`config.mk`:
```
export PLATFORM = sky130hd
export DESIGN_NAME = lsu_ctrl
export DESIGN_NICKNAME = d
export VERILOG_FILES = /design/src/rtl/lsu_pkg.sv /design/src/rtl/lsu_align.sv /design/src/rtl/lsu_ctrl.sv
export SDC_FILE = /design/constraint.sdc
export NUM_CORES = 1
export LEC_CHECK = 0
export ABC_AREA = 1
export BUFFER_PORTS_ARGS = -buffer_cell sky130_fd_sc_hd__buf_2
export CORE_MARGIN = 3
export CORE_UTILIZATION = 40
export DETAILED_ROUTE_END_ITERATION = 10
export GPL_TIMING_DRIVEN = 0
export HOLD_SLACK_MARGIN = 0.03
export PLACE_DENSITY_LB_ADDON = 0.05
export SETUP_SLACK_MARGIN = 0.05
export SLEW_MARGIN = 25
export SYNTH_ARGS = -nofsm -noshare
export SYNTH_HDL_FRONTEND = slang
export SYNTH_HIERARCHICAL = 1
export SYNTH_SLANG_ARGS = --single-unit
```
`constraint.sdc`:
```
create_clock -name clk -period 7.8 [get_ports clk]
set_input_delay 1.56 -clock clk [delete_from_list [all_inputs] [get_ports clk]]
set_output_delay 1.56 -clock clk [all_outputs]
set_load 0.005 [all_outputs]
```
`src/rtl/lsu_pkg.sv`:
```
// Shared types and constants for the load/store unit.
// Imported by lsu_align and lsu_ctrl.
package lsu_pkg;

   localparam int DMEM_WIDTH = 32;

   typedef enum logic [1:0] {
      S_IDLE,
      S_REQ,
      S_WAIT_R,
      S_DONE
   } lsu_state_t;

   localparam logic [2:0] F3_B  = 3'b000;
   localparam logic [2:0] F3_H  = 3'b001;
   localparam logic [2:0] F3_W  = 3'b010;
   localparam logic [2:0] F3_BU = 3'b100;
   localparam logic [2:0] F3_HU = 3'b101;

endpackage

```
`src/rtl/lsu_align.sv`:
```
// Combinational lane steering, byte enables, load extension
// and legality check for a single data access.
module lsu_align
   import lsu_pkg::*;
(
   input  logic                  mem_read,
   input  logic                  mem_write,
   input  logic [2:0]            func3,
   input  logic [1:0]            addr_lo,
   input  logic [DMEM_WIDTH-1:0] store_data,
   input  logic [2:0]            ld_func3,
   input  logic [1:0]            ld_lo,
   input  logic [DMEM_WIDTH-1:0] rdata,
   output logic [DMEM_WIDTH-1:0] wdata,
   output logic [3:0]            be,
   output logic [DMEM_WIDTH-1:0] ld_ext,
   output logic                  illegal
);

   logic [DMEM_WIDTH-1:0] shifted;
   logic                  bad_f3;
   logic                  misal;

   always_comb begin
      wdata  = store_data;
      be     = 4'b1111;
      bad_f3 = 1'b1;
      misal  = 1'b0;
      case (func3)
         F3_B, F3_BU: begin
            wdata  = {4{store_data[7:0]}};
            be     = 4'b0001 << addr_lo;
            bad_f3 = (func3 == F3_BU) && mem_write;
         end
         F3_H, F3_HU: begin
            wdata  = {2{store_data[15:0]}};
            be     = 4'b0011 << addr_lo;
            bad_f3 = (func3 == F3_HU) && mem_write;
            misal  = addr_lo[0];
         end
         F3_W: begin
            bad_f3 = 1'b0;
            misal  = |addr_lo;
         end
         default: ;
      endcase
      illegal = (mem_read & mem_write) | bad_f3 | misal;
   end

   // Extraction uses the lane/width latched at accept time.
   always_comb begin
      shifted = rdata >> {ld_lo, 3'b000};
      case (ld_func3)
         F3_B:    ld_ext = {{24{shifted[7]}}, shifted[7:0]};
         F3_BU:   ld_ext = {24'h0, shifted[7:0]};
         F3_H:    ld_ext = {{16{shifted[15]}}, shifted[15:0]};
         F3_HU:   ld_ext = {16'h0, shifted[15:0]};
         default: ld_ext = rdata;
      endcase
   end

endmodule

```
`src/rtl/lsu_ctrl.sv`:
```
// Load/store sequencer: request/grant/response handshake to
// data memory with core stall, timeout and access error flags.
module lsu_ctrl
   import lsu_pkg::*;
#(
   parameter int TIMEOUT_CYCLES = 16
) (
   input  logic                  clk,
   input  logic                  rst,
   input  logic                  mem_read,
   input  logic                  mem_write,
   input  logic [2:0]            func3,
   input  logic [DMEM_WIDTH-1:0] addr,
   input  logic [DMEM_WIDTH-1:0] store_data,
   output logic                  stall,
   output logic [DMEM_WIDTH-1:0] load_data,
   output logic                  load_valid,
   output logic                  access_err,
   output logic                  dmem_req,
   output logic                  dmem_we,
   output logic [DMEM_WIDTH-1:0] dmem_addr,
   output logic [DMEM_WIDTH-1:0] dmem_wdata,
   output logic [3:0]            dmem_be,
   input  logic                  dmem_gnt,
   input  logic                  dmem_rvalid,
   input  logic [DMEM_WIDTH-1:0] dmem_rdata
);

   localparam int CW = $clog2(TIMEOUT_CYCLES + 1);
   localparam logic [CW-1:0] CNT_LAST = CW'(TIMEOUT_CYCLES - 1);

   lsu_state_t            state_q, state_d;
   logic [CW-1:0]         cnt_q;
   logic [1:0]            lo_q;
   logic [2:0]            f3_q;
   logic                  rd_q;
   logic                  err_q;
   logic                  accept;
   logic                  capture;
   logic                  tmo;
   logic                  last;
   logic                  illegal;
   logic [DMEM_WIDTH-1:0] wdata;
   logic [3:0]            be;
   logic [DMEM_WIDTH-1:0] ld_ext;

   lsu_align u_align (
      .mem_read   (mem_read),
      .mem_write  (mem_write),
      .func3      (func3),
      .addr_lo    (addr[1:0]),
      .store_data (store_data),
      .ld_func3   (f3_q),
      .ld_lo      (lo_q),
      .rdata      (dmem_rdata),
      .wdata      (wdata),
      .be         (be),
      .ld_ext     (ld_ext),
      .illegal    (illegal)
   );

   assign last     = (cnt_q == CNT_LAST);
   assign dmem_req = (state_q == S_REQ);

   always_comb begin
      state_d    = state_q;
      accept     = 1'b0;
      capture    = 1'b0;
      tmo        = 1'b0;
      stall      = 1'b0;
      access_err = 1'b0;
      load_valid = 1'b0;
      unique case (state_q)
         S_IDLE: begin
            // Gated by rst so a held access cannot stall during reset.
            if ((mem_read | mem_write) && !rst) begin
               if (illegal) begin
                  access_err = 1'b1;
               end else begin
                  accept  = 1'b1;
                  stall   = 1'b1;
                  state_d = S_REQ;
               end
            end
         end
         S_REQ: begin
            stall = 1'b1;
            if (dmem_gnt) state_d = dmem_we ? S_DONE : S_WAIT_R;
            if (last && !(dmem_gnt && dmem_we)) begin
               state_d = S_DONE;
               tmo     = 1'b1;
            end
         end
         S_WAIT_R: begin
            stall = 1'b1;
            if (dmem_rvalid) begin
               capture = 1'b1;
               state_d = S_DONE;
            end else if (last) begin
               tmo     = 1'b1;
               state_d = S_DONE;
            end
         end
         S_DONE: begin
            access_err = err_q;
            load_valid = rd_q & ~err_q;
            state_d    = S_IDLE;
         end
         default: state_d = S_IDLE;
      endcase
   end

   always_ff @(posedge clk or posedge rst) begin
      if (rst) begin
         state_q    <= S_IDLE;
         cnt_q      <= '0;
         lo_q       <= 2'b00;
         f3_q       <= 3'b000;
         rd_q       <= 1'b0;
         err_q      <= 1'b0;
         load_data  <= '0;
         dmem_we    <= 1'b0;
         dmem_addr  <= '0;
         dmem_wdata <= '0;
         dmem_be    <= 4'b0000;
      end else begin
         state_q <= state_d;
         if (accept) begin
            cnt_q      <= '0;
            err_q      <= 1'b0;
            lo_q       <= addr[1:0];
            f3_q       <= func3;
            rd_q       <= mem_read;
            dmem_we    <= mem_write;
            dmem_addr  <= {addr[31:2], 2'b00};
            dmem_wdata <= wdata;
            dmem_be    <= be;
         end else if (stall) begin
            cnt_q <= cnt_q + CW'(1);
         end
         if (tmo) begin
            err_q     <= 1'b1;
            load_data <= '0;
         end
         if (capture) load_data <= ld_ext;
      end
   end

endmodule
```
# Yosys cells after proc, flatten, opt, wreduce, memory -nomap -nowiden
# Cells that the tools add are included.
# Widths: inputs -> output; s select.
# op_classes
shift	3
eq_ne	15
bitwise	6
mux	33
reduce_logical	18
n_addsub	1
# ops
operator	count
$pmux 32 s4	1
$mux 32	2
$pmux 32 s2	1
$shr 32x5->16	1
$mux 1	14
$eq 3x3->1 const B	4
$mux 2	6
$mux 5	2
$pmux 1 s2	4
$pmux 2 s4	1
$pmux 4 s2	1
$reduce_or 2->1	4
$eq 3x1->1 const B	2
$logic_not 3->1	2
$reduce_bool 2->1	3
$add 5x1->5 const B	1
$eq 5x4->1 const B	1
$logic_and 1x1->1	5
$eq 2x2->1 const B	2
$ne 2x2->1 const B	2
$reduce_and 4->1	1
$shl 1x2->4 const A	1
$shl 2x2->4 const A	1
$eq 3x2->1 const B	1
9 further kinds	13
# totals
inputBits	105
ff_bits	113
wordCells	87
output_inout_bits	105

# Longest topological paths before layout
# logic_depth
depth_word	10
depth_mapped	13
depth_no_buf	11

# By module
# The synthesis kept the hierarchy.
# by_module_without_submodules
module	cells_each	n_inst	area_per_inst_um2	seq_area_each_um2
lsu_ctrl	539	1	4643.2	2827.7
lsu_align	295	1	1481.4	0.0

# Least setup slack after synthesis
# No wires, ideal clock.
# synth_path
kind	input-to-output
startpoint	input rst
endpoint	output stall
t_arrival_ps	3509
path_slack_ps	2731
stages	4
required_ps	6240
n_path_buf	1
cell_sequence	inv_2 -> nand4_4 -> buf_2 -> a21oi_1
# synth_via
elab_chain_cells	4
# synth_lines
element	line_no	source
from (decl)	lsu_ctrl.sv:9	input logic rst,
$logic_not 1->1 (no line)	-	
$logic_and 1x1->1	lsu_ctrl.sv:76	if ((mem_read | mem_write) && !rst) begin
$mux 1	lsu_ctrl.sv:76	
$pmux 1 s2	lsu_ctrl.sv:73	unique case (state_q)
to (decl)	lsu_ctrl.sv:15	output logic stall,
# Every way passes these cells.

# Worst setup path after layout
# layout_path
startpoint	input func3[1]
endpoint	output stall
# layout_via
elab_chain_cells	8
elab_cells_between_ends	16
cone_classes	4 x eq/ne; 5 x mux; 2 x bitwise; 5 x reduce/logical
# layout_lines
element	line_no	source
from (decl)	lsu_ctrl.sv:12	input logic [2:0] func3,
$eq 3x1->1 (tied with other cells)	lsu_align.sv:29	case (func3)
$reduce_or 2->1 (tied with other cells)	lsu_align.sv:29	
$pmux 1 s3	lsu_align.sv:29	
$or 1x1->1	lsu_align.sv:47	illegal = (mem_read & mem_write) | bad_f3 | misal;
$or 1x1->1 *	lsu_align.sv:47	
named net illegal	lsu_ctrl.sv:42	logic illegal;
$mux 1 *	lsu_ctrl.sv:77	if (illegal) begin
$mux 1 *	lsu_ctrl.sv:76	
$pmux 1 s2 *	lsu_ctrl.sv:73	
# Mark *: on every way through the listed nets, which the timed path passes. The rest lies on a longest branch.

==> Flow_metrics.wiki <==
{| class="wikitable"
! Metric !! Value
|-
| Outcome || completed
|-
| Clock-pin transition on the worst setup and hold timing paths || ~60 ps
|-
| Combinational family with the most area after synthesis || simple AND/OR/NAND/NOR gates
|-
| Drt via density || 4.73
|-
| CP max-delay cell || buf_2
|-
| Via count || around 6000
|-
| Cell Chain, Critical Path || buf_2, buf_2, inv_1, nand2_1, nor2_1, nor2_1, o21ai_0, inv_1, nand4_4, buf_2, a21oi_1, buf_2
|-
| RSZ-0062 raised after global routing || no
|-
| Buffers on Ports || between 200 and 250
|-
| Final hold vios || 0
|-
| Post-CTS repair timing setup buffer count || 0
|-
| Number of slew-limit violations in the final report || 0
|-
| Area share of and/or/nand/nor cells after synthesis || 39.6%
|-
| WP buf/inv || 6
|-
| Initial DRC count || 347
|-
| Number of storage elements in the synthesis netlist || approximately 110
|-
| Worst ir drop on vdd || about 0.00017 V
|-
| Capturing element type of the critical path || primary output
|-
| Multiplexer fraction of the synthesized cell area || 0%
|-
| Maximum clock rate || approximately 0.20 GHz
|-
| Cell at the root of the clock tree || clkbuf_16
|-
| Average wire per standard cell || 14.7 µm
|-
| Largest net degree at the start of global routing || 71
|-
| Required time of the worst setup path || approximately 6200 ps
|-
| Count of unresolved DRC violations after routing || 0
|-
| Number of antenna violations at the first check in global routing || 1
|-
| Latest clock arrival within the worst-skew pair || 410 ps
|-
| Static leakage || about 4.8 nW
|-
| Sum of routed wire length over all layers || between 15000 and 20000 µm
|-
| Internal Pwr Total || roughly 1.9 mW
|-
| Count of mapped cells out of synthesis || between 800 and 900
|-
| Top cell family by delay on the critical path || buffers and inverters
|-
| Async set-reset flop share out of synthesis || 100%
|-
| Area of the core || approximately 0.015 mm²
|-
| Chip height || ~130 µm
|-
| Final setup violation count || 0
|-
| Post-Synthesis Cell Area || ~0.0061 mm²
|-
| Compound-cell area share of the yosys netlist || 4.41%
|-
| Metal1 wirelength || between 8000 and 9000 µm
|-
| Mean instance size in the synthesized netlist || 7.34 µm²
|-
| Fraction of layout instances using a drive strength above 1 || slightly below 30%
|-
| Metal3 WL || 1230 µm
|-
| Most frequently used flop master after synthesis || dfrtp_1
|-
| Sequential share of power || 33.0%
|-
| Highest routed layer || met4
|-
| Clk pwr share || between 20% and 30%
|-
| P_sw || 1.17 mW
|-
| Clock sink total || about 110
|-
| Most Frequent Cell on Critical Path || buf_2
|-
| Kind of start point of the critical path || primary input
|-
| Sum of negative setup slack || 0 ps
|-
| Max-Slew Margin vs Limit || 66.2%
|-
| Post-DP HPWL || between 10000 and 15000 µm
|-
| Remaining global-route overflow || 0
|-
| Count of different cell masters after synthesis || 32
|-
| Final standard cell count with taps included and fillers excluded || ~1300
|-
| Number of hold-repair buffers added at the cts stage || 0
|-
| Number of placed I/O pins || 210
|-
| Horizontal extent of the die || roughly 130 µm
|-
| Sequential-to-total area share from yosys stat || around 46%
|-
| Level count of the clock H-tree || 4
|-
| Number of clock buffers inserted by TritonCTS || 17
|-
| Clock buffer depth || 2
|-
| Clock tree from TritonCTS || built
|-
| Number of enable flip-flop cells after synthesis || 0
|-
| Met2 layer wire length in the routed design || 8550 µm
|-
| Post-cts gate resize count || 0
|-
| Path category of the worst min-delay check || reg -> reg
|-
| Yosys synthesis warning count || 6
|-
| Final clock skew || roughly 5 ps
|-
| XOR/XNOR share of the synthesized area || less than 1%
|-
| Total routing resource utilization after global routing || about 22%
|-
| Switching share of power || between 30% and 40%
|-
| First-pass GRT wire length || a little under 30000 µm
|-
| Highest fanout seen on the critical path || 10
|-
| Fill cell count || 1524
|-
| Least-Margin Pin Slew || ~510 ps
|-
| Delay of the slowest cell on the worst path || ~270 ps
|-
| Final net count || ~1200
|-
| Post-route clock period utilization || 63.8%
|-
| Area Growth Syn to Fin || 31.4%
|-
| Number of iterations in the first detailed-routing pass || 7
|-
| Gpl congestion || slightly below 0.9
|-
| Number of cells after detailed placement || around 1200
|-
| Gate power share || 40.4%
|-
| Post-route cell area || between 0.008 and 0.009 mm²
|-
| Post-place instance area || approximately 0.0074 mm²
|-
| Overall die area || ~0.017 mm²
|-
| Critical setup path kind || in -> out
|-
| Via count of the first global-routing pass || approximately 5700
|-
| Signal arrival time at the worst endpoint || 3420 ps
|-
| Tmin final || between 4000 and 5000 ps
|-
| Post-route ant nets || 0
|-
| Power Density || 381 mW/mm²
|-
| Adder-cell share of the synthesized area || under 10%
|-
| Placement Rows || 44
|-
| Initial Util || between 40% and 50%
|-
| Count of max-cap constraint violations || 0
|}
## through the flow
step	worst slack [ps]	power, mW	hold WS, ps	util (%)
2_1_floorplan	2730	1.78	453	-
3_3_place_gp	1540	2.25	459	50.1
3_5_place_dp	2770	2.27	459	50.4
4_1_cts	2760	3.10	476	54.5
5_1_grt	2580	3.32	492	54.6
6_report	2820	3.07	470	54.6
## tightest hold or removal path: stages (launching register included)
cell	delay [ps]
dfrtp_1	330
nand2_1	50
nand2_1	50
## final timing paths
check,to,startpoint,slack [ps],depth (start not counted)
max,stall,func3[1],2820,12
min,dmem_addr[19],dmem_addr[19],470,2
max reg2reg,load_data[23],state_q[0],5980,7
min reg2reg,dmem_addr[19],dmem_addr[19],470,2
max in group asynchronous,dmem_wdata[1],rst,6010,3
min in group asynchronous,dmem_addr[14],rst,1130,2
## state kept, by name, indices dropped and copies added (netlist names)
name,flops
dmem_wdata,32
rd_q,1
f3_q,3
dmem_be,4
err_q,1
state_q,2
cnt_q,5
lo_q,2
dmem_addr,30
dmem_we,1
load_data,32
## kinds of logic (layout without fill, tap and decap cells)
family | count (synthesis) | count (layout)
flip-flops | 113 | 113
AND/OR/NAND/NOR | 562 | 562
XOR/XNOR | 1 | 1
AO/OA/AOI/OAI | 50 | 50
buffers and inverters | 99 | 339
other | 1 | 3
adder cells (fa/ha/maj) | 8 | 8
## layout make-up
type | count | area [µm²] | share of cell area (%)
repair buffers | 208 | 1060 | 13.2
clock inverters | 14 | 189 | 2.35
diodes | 1 | 2.50 | 0.0311
flip-flops and latches | 113 | 2830 | 35.1
clock buffers | 18 | 429 | 5.33
multi-input cells | 623 | 2810 | 34.9
plain buffers | 53 | 310 | 3.85
well taps | 184 | 230 | 2.86
inverters | 46 | 185 | 2.30
## synth_stat cells, types with 2 or more instances
cell	instances	area share (%)
buf_2	20	1.6
nor2_1	14	0.86
buf_6	4	0.74
nand3_2	23	3.8
o211ai_1	7	0.86
o21ai_0	36	2.9
inv_1	42	2.6
buf_4	12	1.5
nor2_4	2	0.37
nand3_1	58	4.7
nand2_1	450	28
clkbuf_1	15	0.92
dfrtp_1	113	46
ha_1	8	1.6
o21ai_1	3	0.25
a21oi_1	3	0.25
nand2_2	2	0.20
inv_2	3	0.18
nand4_1	6	0.61
## per-layer routing
layer,vias up,global-route usage [%]
li1,3044,-
met1,2714,29.5
met2,180,34.5
met3,17,6.71
met4,0,7.33
met5,-,0
## power groups by stage
stage	logic (mW)	registers (mW)	clock network [mW]
finish	1.24	1.01	0.816
global route	1.42	1.05	0.858
floorplan	0.752	1.02	0
detailed placement	1.25	1.02	0
global placement	1.23	1.02	0
CTS	1.25	1.02	0.835
## cells in the final DEF, fill, tap and decap left out, drive strengths merged, types with 3 or more instances in the layout
master	synthesis	routed
clkinv	0	3
a21oi	3	3
o211ai	7	7
nand2	454	454
clkbuf	15	33
nand4	7	7
inv	46	47
nor2	17	17
o21ai	39	39
ha	8	8
clkinvlp	0	6
nand3	82	82
buf	38	246
dfrtp	113	113
bufinv	0	4
(Power assumes the default switching activity.)
